`src/rtl/p_mul_pkg.sv`:
```
// Shared definitions for the packed-multiply sequencer: one-hot pack widths and FSM encoding.
// No logic of its own; pw_ok() is a pure combinational helper.
// No flow control here; consumers apply these constants to their own handshakes.
package p_mul_pkg;

  // One-hot pack-width encodings as seen on req_pw / mul_pw
  localparam logic [4:0] PW_32 = 5'b00001;
  localparam logic [4:0] PW_16 = 5'b00010;
  localparam logic [4:0] PW_8  = 5'b00100;
  localparam logic [4:0] PW_4  = 5'b01000;
  localparam logic [4:0] PW_2  = 5'b10000;

  typedef enum logic [1:0] {
    IDLE = 2'd0,
    LO   = 2'd1,
    HI   = 2'd2,
    RSP  = 2'd3
  } state_e;

  // True when pw is exactly one-hot and that width is enabled in mask
  function automatic logic pw_ok(input logic [4:0] pw, input logic [4:0] mask);
    return (pw != 5'd0) && ((pw & (pw - 5'd1)) == 5'd0) && ((pw & ~mask) == 5'd0);
  endfunction

endpackage

```
`src/rtl/p_mul_wide.sv`:
```
// Full 64-bit packed multiply built from two p_mul transactions (low half, then high half).
// Latency 3 cycles accept->rsp_valid with mul_ready held high; one request per 4 cycles.
// Backpressure: mul_valid waits indefinitely for mul_ready, rsp_* held until rsp_ready; req_ready only in IDLE.
// Optional pack-width checking is enabled by defining P_MUL_WIDE_ERR_EN.
module p_mul_wide
  import p_mul_pkg::*;
#(
  parameter logic [4:0] PW_MASK = 5'b11111
) (
  input  logic        clock,
  input  logic        reset,
  input  logic        req_valid,
  output logic        req_ready,
  input  logic [4:0]  req_pw,
  input  logic        req_clmul,
  input  logic [31:0] req_crs1,
  input  logic [31:0] req_crs2,
  output logic        mul_valid,
  input  logic        mul_ready,
  output logic        mul_l,
  output logic        mul_h,
  output logic        mul_clmul,
  output logic [4:0]  mul_pw,
  output logic [31:0] mul_crs1,
  output logic [31:0] mul_crs2,
  input  logic [31:0] mul_result,
  output logic        rsp_valid,
  input  logic        rsp_ready,
  output logic [31:0] rsp_lo,
  output logic [31:0] rsp_hi,
  output logic        rsp_err
);

`ifdef P_MUL_WIDE_ERR_EN
  localparam bit ERR_EN = 1'b1;
`else
  localparam bit ERR_EN = 1'b0;
`endif

  state_e      state_q, state_d;
  logic [4:0]  pw_q, pw_d;
  logic        clmul_q, clmul_d;
  logic [31:0] crs1_q, crs1_d;
  logic [31:0] crs2_q, crs2_d;
  logic [31:0] lo_q, lo_d;
  logic [31:0] hi_q, hi_d;
  logic        err_q, err_d;

  // Handshake and datapath outputs decode straight from registered state
  assign req_ready = (state_q == IDLE) && !reset;
  assign mul_valid = (state_q == LO) || (state_q == HI);
  assign mul_l     = (state_q == LO);
  assign mul_h     = !mul_l;
  assign mul_pw    = pw_q;
  assign mul_clmul = clmul_q;
  assign mul_crs1  = crs1_q;
  assign mul_crs2  = crs2_q;
  assign rsp_valid = (state_q == RSP);
  assign rsp_lo    = lo_q;
  assign rsp_hi    = hi_q;
  assign rsp_err   = err_q;

  // Next-state: latch request in IDLE, collect the two halves, then hold the response
  always_comb begin
    state_d = state_q;
    pw_d    = pw_q;
    clmul_d = clmul_q;
    crs1_d  = crs1_q;
    crs2_d  = crs2_q;
    lo_d    = lo_q;
    hi_d    = hi_q;
    err_d   = err_q;
    case (state_q)
      IDLE: begin
        if (req_valid && req_ready) begin
          pw_d    = req_pw;
          clmul_d = req_clmul;
          crs1_d  = req_crs1;
          crs2_d  = req_crs2;
          // Clear the result so a rejected width reports zeros
          lo_d    = 32'd0;
          hi_d    = 32'd0;
          err_d   = ERR_EN && !pw_ok(req_pw, PW_MASK);
          state_d = err_d ? RSP : LO;
        end
      end
      LO: begin
        if (mul_ready) begin
          lo_d    = mul_result;
          state_d = HI;
        end
      end
      HI: begin
        if (mul_ready) begin
          hi_d    = mul_result;
          state_d = RSP;
        end
      end
      RSP: begin
        if (rsp_ready) state_d = IDLE;
      end
      default: state_d = IDLE;
    endcase
  end

  // State and datapath registers; reset discards any partial result
  always_ff @(posedge clock or posedge reset) begin
    if (reset) begin
      state_q <= IDLE;
      pw_q    <= 5'd0;
      clmul_q <= 1'b0;
      crs1_q  <= 32'd0;
      crs2_q  <= 32'd0;
      lo_q    <= 32'd0;
      hi_q    <= 32'd0;
      err_q   <= 1'b0;
    end else begin
      state_q <= state_d;
      pw_q    <= pw_d;
      clmul_q <= clmul_d;
      crs1_q  <= crs1_d;
      crs2_q  <= crs2_d;
      lo_q    <= lo_d;
      hi_q    <= hi_d;
      err_q   <= err_d;
    end
  end

endmodule

```
`config.mk`:
```
export PLATFORM = sky130hd
export DESIGN_NAME = p_mul_wide
export DESIGN_NICKNAME = d
export VERILOG_FILES = /design/src/rtl/p_mul_pkg.sv /design/src/rtl/p_mul_wide.sv
export SDC_FILE = /design/constraint.sdc
export NUM_CORES = 1
export LEC_CHECK = 0
export CAP_MARGIN = 30
export CORE_ASPECT_RATIO = 1.2
export CORE_UTILIZATION = 25
export DETAILED_ROUTE_END_ITERATION = 12
export HOLD_SLACK_MARGIN = 0.15
export PLACE_DENSITY_LB_ADDON = 0.1
export SETUP_SLACK_MARGIN = 0.3
export SLEW_MARGIN = 15
export SYNTH_ARGS = -nofsm -noshare
export SYNTH_HDL_FRONTEND = slang
export SYNTH_SLANG_ARGS = --single-unit
export TNS_END_PERCENT = 5
```
`constraint.sdc`:
```
create_clock -name clock -period 6.4 [get_ports clock]
set_input_delay 1.28 -clock clock [delete_from_list [all_inputs] [get_ports clock]]
set_output_delay 1.28 -clock clock [all_outputs]
set_load 0.005 [all_outputs]
```
==> run summary, run 1 <==
status: completed
Synth Area in Adders: 0.8785%
total grt overflow: 0
Post-Syn Nets: 554
Die Area: 0.02340 sq mm
gpl congestion: 0.7390
min Tclk post-route: 3.868 ns
Total GRT Usage: 13.88%
Final Worst Setup Slack: 2.532 ns
hold endpoint: mul_crs2[3]
Residual DRC: 0
power per cell area: 501.2 mW/mm^2
Worst Path Required: 5.12 ns
Worst-Margin Slew: 0.9525 ns
dpl hpwl: 10.85 mm
FF-to-FF setup slack: 3.35 ns
post-synthesis xor/xnor area fraction: 0%
Via density: 4.146
Max rail drop VDD: 0.3275 mV
Worst Hold Depth: 1
HP Start: mul_crs2[3]
post-synth cell types: 19
mean post-synth cell area: 12.86 sq um
CP Max Fanout: 3
Post-CTS Setup Inserts: 0
num rows: 60
cell area after layout: 0.008954 sq mm
Finish-stage setup viols: 0
Mapped Cells: 443
cts hold-fix bufs: 0
RSZ-0062 raised after global routing: no
Pre-antenna DRT Iters: 4
antenna violations before repair: 0
layout cell share with drive strength beyond 1: 5.824%
commonest non-fill, non-tap cell in the layout: clkdlybuf4s50_1
clock buffer depth: 2
CTS Buf Count: 17
Root Driver: clkbuf_16
period utilization: 60.43%
Synth Register Bits: 136
post_cts resized: 0
area of the core: 0.02237 sq mm
Top Ports: 247
Post-DP Area: 0.008356 sq mm
critical path class: primary input to output pin
main combinational cell family by area after synthesis: multiplexers
Syn. warnings: 0
max_cap viols: 0
Setup TNS Final: 0 ns
Diodes inserted: 0
chip height: 167.4 um
Startpoint Class: primary input
worst reg2reg path depth: 7
IO Port Bufs: 245
Die Width: 139.8 um
largest net degree at the start of global routing: 84
Slew headroom: 36.29%
first-pass GRT wire length: 24.82 mm
CTS sink cnt: 136
Post-Synth Simple-Gate Area: 5.183%
compound-cell area share of the yosys netlist: 1.120%
final total power: 4.487 mW
most frequent cells in the layout: 245 x clkdlybuf4s50_1, 136 x dfrtp_1, 71 x mux2_1
Fin. Hold Viols: 0
vias: 4076
Final Slew Violations: 0
Worst-path clk slew: 0.06 ns
CTS tree: built
starting DRC count in detailed routing: 130
Initial Util: 25.46%
Max H-tree Level: 4
fmax: 258.6 MHz
RR Startpoint: state_q[1]
NumNets Final: 802
R2R Path End: rsp_lo[22]
Worst EP arrival: 2.59 ns
Hold WS: 0.4877 ns
ANT nets after route: 0
Routed WL: 15.50 mm
Final Skew: 0.01250 ns
Syn-to-layout area delta: 57.17%
Hold Crit Class: flop to flop
vias in the first global route: 4429
sequential share of the synthesized area: 59.74%
mux share of post-synthesis cell area: 25.28%
dpl ws: 2.526 ns
Crit. End Element: output pin
synthesized cell area: 0.005697 sq mm
Leak Pwr: 3.842 nW
post-DR wirelength/cell: 15.76 um
Skew-Pair Late Insertion Delay: 0.42 ns
## synth_stat cells
cell / number / area, sq um
a2111oi_2: 1 / 15.01
conb_1: 1 / 3.750
nand2_1: 64 / 240.2
and2b_1: 1 / 7.510
buf_4: 1 / 7.510
nor2b_1: 3 / 18.77
mux2i_1: 64 / 640.6
a211oi_4: 2 / 40.04
nor2_1: 3 / 11.26
buf_6: 13 / 146.4
a2bb2oi_1: 1 / 8.760
ha_1: 4 / 50.05
buf_2: 1 / 5.000
nand2b_1: 1 / 6.260
clkbuf_1: 7 / 26.28
mux2_1: 71 / 799.5
inv_1: 68 / 255.2
dfrtp_1: 136 / 3403
nand2_4: 1 / 11.26
## critical path, cell delays in order
cell,delay [ns]
clkdlybuf4s50_1,0.49
and2b_1,0.29
clkdlybuf4s50_1,0.52
## how the worst max path moves through the flow
stage,end,from,depth (start not counted)
finish,req_ready,reset,3
global route,req_ready,reset,3
CTS,req_ready,reset,3
detailed placement,req_ready,reset,3
global placement,req_ready,reset,3
floorplan,mul_clmul,reset,1
## per-stage QoR
stage,instances,utilization (%)
after floorplan,443,-
after global placement,950,37.35
after detailed placement,950,37.35
after CTS,982,39.93
after global routing,983,40.02
final,983,40.02
## area by class of cell
| cell class | count | area, sq um |
|---|---|---|
| sequential | 136 | 3403 |
| clock inverter | 13 | 145.1 |
| multi-input combinational | 217 | 1853 |
| tap | 279 | 349.1 |
| clock buffer | 19 | 432.9 |
| timing repair buffer | 251 | 2510 |
| fill | 2165 | 13420 |
| inverter | 68 | 260.3 |
## routing by layer
layer,track usage [%],share of wire [%]
met4,4.587,1.1
met3,5.233,9.0
met2,22.61,47
met1,16.81,43
met5,0,0
## where the power goes
group	switching (mW)	internal [mW]
logic	0.791	1.21
clock network	0.396	0.578
registers	0.225	1.29
total	1.41	3.08
## sequential cells by signal, summed over array words and instances, names as in the netlist
signal / cells
mul_crs1: 32
mul_crs2: 32
rsp_hi: 32
rsp_lo: 32
mul_pw: 5
state_q: 2
mul_clmul: 1
## cell families after synthesis
kind of cell,after synthesis
compound gates,4
fa+ha+maj,4
buf+inv,90
flops,136
mux,135
other cells,1
simple gates,73
(Power assumes the default switching activity.)
==> run 2: changes to the inputs <==
Clock period 6.4 ns to 3.8 ns, I/O delays scaled along.
==> run 2 against run 1 <==
  * Design area is 0.64% higher
  * Critical path depth grew 1
  * Non-clock buffer count increased by 6
  * First-iteration DRC count shrank 16%
  * Combinational power is 71% higher
  * Count of clock-buffer cells in the layout is the same
  * Power grew 69%
  * Core utilization increased by 0.26 points
  * Sequential power grew 68%
  * Global-route usage increased by 0.086 points
  * Cell count rose by 0.61%
  * Clock power rose by 68%
==> run summary, run 2 (synthesized netlist as in run 1, its figures left out) <==
status: completed
Fin. Hold Viols: 0 (unchanged)
chip height: 167.4 um (unchanged)
Worst-path clk slew: 0.06 ns (about the same)
num rows: 60 (unchanged)
crit path from: state_q[0]
Die Area: 0.02340 sq mm (unchanged)
Crit. End Element: output pin
Critical Path Max Stage Delay: 0.53 ns (about the same)
total grt overflow: 0 (unchanged)
Finish-stage setup viols: 0 (unchanged)
ANT nets after route: 0 (unchanged)
Hold WS: 0.4875 ns (-0.0002650 ns)
critical path cell sequence: inv_1, ha_1, and2b_1, clkdlybuf4s50_1
Crit. path cell count: 4 (+1)
CP Buf/Inv Count: 2 (unchanged)
IO Port Bufs: 245 (unchanged)
power per cell area: 842.5 mW/mm^2 (+68%)
Initial Util: 25.46% (unchanged)
CP Max Fanout: 6 (+3)
Syn-to-layout area delta: 58.18%
Hold Crit Class: flop to flop
critical path class: flop to output pin
dpl ws: 0.9623 ns (-1.564 ns)
cts hold-fix bufs: 0 (unchanged)
fmax: 352.0 MHz
Worst EP arrival: 2.08 ns (-0.51 ns)
layout cell share with drive strength beyond 1: 6.620% (+0.80 points)
Total GRT Usage: 13.96% (+0.086 points)
Setup TNS Final: 0 ns (unchanged)
R2R Path End: mul_crs1[10]
max_cap viols: 0 (unchanged)
CTS tree: built
Max H-tree Level: 4 (unchanged)
Leak Pwr: 3.862 nW (+0.52%)
Pre-antenna DRT Iters: 4 (unchanged)
area of the core: 0.02237 sq mm (unchanged)
Final Slew Violations: 0 (unchanged)
Final Skew: 0.01009 ns (-0.002415 ns)
Routed WL: 15.65 mm (+0.99%)
RR Startpoint: state_q[0]
vias: 4060 (-0.39%)
vias in the first global route: 4436 (+0.16%)
Max rail drop VDD: 0.4181 mV (+28%)
Skew-Pair Late Insertion Delay: 0.41 ns (about the same)
RSZ-0062 raised after global routing: no
CP Capture Point: req_ready
min Tclk post-route: 2.841 ns
worst reg2reg path depth: 6 (-1)
post_cts resized: 0 (unchanged)
Post-CTS Setup Inserts: 0 (unchanged)
CTS Buf Count: 17 (unchanged)
Die Width: 139.8 um (unchanged)
FF-to-FF setup slack: 1.48 ns (-1.87 ns)
first-pass GRT wire length: 24.98 mm (+0.66%)
Root Driver: clkbuf_16
largest net degree at the start of global routing: 42 (-50%)
dpl hpwl: 11.50 mm (+5.9%)
starting DRC count in detailed routing: 109 (-16%)
Top Ports: 247 (unchanged)
period utilization: 74.76%
most frequent cells in the layout: 245 x clkdlybuf4s50_1, 136 x dfrtp_1, 71 x mux2_1
post-DR wirelength/cell: 15.82 um (+0.38%)
antenna violations before repair: 1 (+1)
commonest non-fill, non-tap cell in the layout: clkdlybuf4s50_1
Via density: 4.105 (-1.0%)
CP max stage cell: clkdlybuf4s50_1
Residual DRC: 0 (unchanged)
NumNets Final: 808 (+0.75%)
Final Worst Setup Slack: 0.9591 ns (-1.573 ns)
Startpoint Class: flop
Worst-Margin Slew: 0.7459 ns (-0.2066 ns)
CTS sink cnt: 136 (unchanged)
clock buffer depth: 2 (unchanged)
Slew headroom: 50.27% (+14 points)
gpl congestion: 0.7128 (-3.5%)
Worst Path Required: 3.04 ns (-2.08 ns)
CP delay by family, top: buffers and inverters
Diodes inserted: 0 (unchanged)
==> run 2: metal layers <==
layer,global-route usage (%),part of all wire [%],vias to the layer above
met1,16.61,43,1970
met5,0,0.083,-
li1,-,-,1917
met2,23.33,48,161
met3,5.605,8.5,10
met4,3.583,0.88,2
==> run 2: worst reg2reg max path, stage by stage (launching register included) <==
cell and delay (ns):
dfrtp_1 0.41, inv_1 0.08, ha_1 0.33, and2b_1 0.25, nand2_4 0.36, buf_4 0.39, mux2_1 0.37
==> run 2: how the worst min path moves through the flow <==
stage,start,end,slack [ns],cells after the start
after floorplan,mul_clmul,mul_clmul,0.49,1
after global placement,mul_crs2[10],mul_crs2[10],0.47,1
after detailed placement,mul_crs2[7],mul_crs2[7],0.48,1
after CTS,mul_crs2[7],mul_crs2[7],0.49,1
after global routing,mul_crs2[7],mul_crs2[7],0.50,1
final,mul_crs2[17],mul_crs2[17],0.49,1
==> run 2: final cells by class <==
type	instances	area, sq um
fill	2169	13360
clock inverter	13	146.4
inverter	68	259.0
multi-input combinational	217	1853
tap	279	349.1
timing repair buffer	257	2567
clock buffer	19	432.9
sequential	136	3403
==> run 2: per-stage QoR <==
step / std cells / cell area [sq um] / utilization (%) / power [mW]
3_5_place_dp: 957 / 8432 / 37.69 / 6.071
2_1_floorplan: 443 / 5700 / - / 4.069
3_3_place_gp: 957 / 8432 / 37.69 / 6.005
6_report: 989 / 9011 / 40.28 / 7.592
4_1_cts: 989 / 9011 / 40.28 / 7.769
5_1_grt: 989 / 9011 / 40.28 / 8.141
==> run 2: power breakdown <==
group | total, mW | internal, mW | switching (mW)
combinational | 3.42 | 2.06 | 1.36
clock | 1.64 | 0.974 | 0.668
sequential | 2.53 | 2.17 | 0.366
==> run 3: changes to the inputs <==
Clock period 3.8 ns to 2.3 ns, I/O delays scaled along.
==> run 3 against run 2 <==
  * Worst setup slack worse by 0.76 ns
  * Via count is 0.30% higher
  * First-iteration DRC count is 2.8% higher
  * Hold slack hardly changed
  * Critical path type unchanged
  * Largest power group unchanged
==> run summary, run 3 (synthesized netlist as in run 1, its figures left out) <==
status: completed
Finish-stage setup viols: 0 (unchanged)
RSZ-0062 raised after global routing: yes
Worst Path Required: 1.84 ns (-1.20 ns)
starting DRC count in detailed routing: 112 (+2.8%)
ANT nets after route: 0 (unchanged)
chip height: 167.4 um (unchanged)
footprint of the multi-input gates: 0.001869 sq mm (+0.88%)
power per cell area: 1408 mW/mm^2 (+67%)
layout cell share with drive strength beyond 1: 8.229% (+1.6 points)
# fillers: 2112 (-2.6%)
GR Util met3: 4.661% (-0.94 points)
Residual DRC: 0 (unchanged)
CP max stage cell: clkdlybuf4s50_1
max_cap viols: 0 (unchanged)
NumNets Final: 815 (+0.87%)
FF-to-FF setup slack: 0.46 ns (-1.02 ns)
Final Skew: 0.008971 ns (-0.001117 ns)
grt met2 use: 22.50% (-0.83 points)
placed cell count: 960 (+0.31%)
period utilization: 91.19%
GRT met1 Usage: 17.64% (+1.0 points)
Crit. End Element: output pin
Top Ports: 247 (unchanged)
Max rail drop VDD: 0.5171 mV (+24%)
Die Width: 139.8 um (unchanged)
Leak Pwr: 3.966 nW (+2.7%)
antenna violations before repair: 1 (unchanged)
most frequent cells in the layout: 242 x clkdlybuf4s50_1, 135 x dfrtp_1, 71 x mux2_1
cts hold-fix bufs: 0 (unchanged)
final cell count without fillers: 996 (+0.71%)
critical path cell sequence: inv_2, ha_4, inv_1, clkdlybuf4s50_1
CP Max Fanout: 6 (unchanged)
clock buffer depth: 2 (unchanged)
Storage cell area: 0.003405 sq mm (about the same)
commonest non-fill, non-tap cell in the layout: clkdlybuf4s50_1
Pre-antenna DRT Iters: 4 (unchanged)
Root Driver: clkbuf_16
min Tclk post-route: 2.097 ns
Skew-Pair Late Insertion Delay: 0.41 ns (about the same)
Syn-to-layout area delta: 61.30%
Die Area: 0.02340 sq mm (unchanged)
first-pass GRT wire length: 24.94 mm (-0.16%)
CTS Buf Count: 17 (unchanged)
Worst EP arrival: 1.64 ns (-0.44 ns)
vias: 4072 (+0.30%)
Startpoint Class: flop
post-DR wirelength/cell: 15.66 um (-1.0%)
Via density: 4.088 (-0.41%)
largest net degree at the start of global routing: 56 (+33%)
Total GRT Usage: 13.93% (-0.033 points)
GRT busiest layer: met2
area of the core: 0.02237 sq mm (unchanged)
Diodes inserted: 0 (unchanged)
CTS sink cnt: 136 (unchanged)
Initial Util: 25.46% (unchanged)
Routed WL: 15.60 mm (-0.33%)
fmax: 476.8 MHz
CTS tree: built
Worst-path clk slew: 0.06 ns (about the same)
critical path class: flop to output pin
gpl congestion: 0.7398 (+3.8%)
Setup TNS Final: 0 ns (unchanged)
num rows: 60 (unchanged)
Fin. Hold Viols: 0 (unchanged)
total grt overflow: 0 (unchanged)
Final Slew Violations: 0 (unchanged)
Hold Crit Class: flop to flop
dpl hpwl: 11.37 mm (-1.1%)
vias in the first global route: 4342 (-2.1%)
IO Port Bufs: 245 (unchanged)
Max H-tree Level: 4 (unchanged)
Critical Path Max Stage Delay: 0.53 ns (about the same)
## run 3: cell count changes in the layout (fill, tap and decap cells not counted), sizes merged
cell	before	now
buf	12	19
clkdlybuf4s50	245	242
bufinv	2	4
clkinvlp	6	4
dlygate4sd2	0	2
clkinv	3	2
dlymetal6s2s	0	1
inv	70	71
## run 3: where the power goes
part           internal, mW  total, mW  switching (mW)
clock network          1.83       2.92            1.09
registers              3.58       4.20           0.615
logic                  3.56       5.82            2.26
total                  8.97       12.9            3.97
## run 3: worst paths after layout
| kind | from | to | depth (start not counted) |
|---|---|---|---|
| worst min register to register | mul_pw[2] | mul_pw[2] | 1 |
| worst max-delay path | state_q[1] | mul_h | 4 |
| max in group asynchronous | reset | mul_crs1[5] | 3 |
| min in group asynchronous | reset | rsp_hi[25] | 3 |
| worst min-delay path | mul_pw[2] | mul_pw[2] | 1 |
| worst max register to register | state_q[1] | rsp_hi[6] | 6 |
## run 3: what timing repair did
action	in CTS	in global routing
setup endpoints to repair	5	5
gates resized for setup	6	3
endpoints found under the hold margin	0	0
setup buffers	2	2
## run 3: critical path, delay by kind of cell, from the launching register on
family / cells / cell delay [ns]
fa+ha+maj: 1 / 0.19
flops: 1 / 0.38
buf+inv: 3 / 0.67
## run 3: stage by stage
step	utilization, %	worst slack [ns]	instance area [sq um]	power (mW)	hold WS [ns]
5_1_grt	41.07	0.1355	9189	13.80	0.5064
3_3_place_gp	38.07	0.1052	8517	10.03	0.4730
6_report	41.07	0.2026	9189	12.94	0.4880
4_1_cts	40.99	0.1271	9170	13.19	0.4934
2_1_floorplan	-	0.1469	5700	6.722	0.4889
3_5_place_dp	38.07	0.07488	8517	10.13	0.4799
## run 3: final cells by class
| class | count | share of cell area, % |
|---|---|---|
| Tap cell | 279 | 3.799 |
| Inverter | 68 | 2.819 |
| Timing Repair Buffer | 264 | 29.19 |
| Sequential cell | 136 | 37.05 |
| Clock inverter | 13 | 2.083 |
| Multi-Input combinational cell | 217 | 20.34 |
| Clock buffer | 19 | 4.711 |
## run 3: routing by layer
layer  part of all wire, %  routed length (um)  vias to the layer above
li1                      -                   -                     1937
met1                    45                7071                     1959
met2                    47                7364                      163
met3                   6.5                1021                       11
met4                  0.81                 127                        2
met5                 0.083                  13                        -
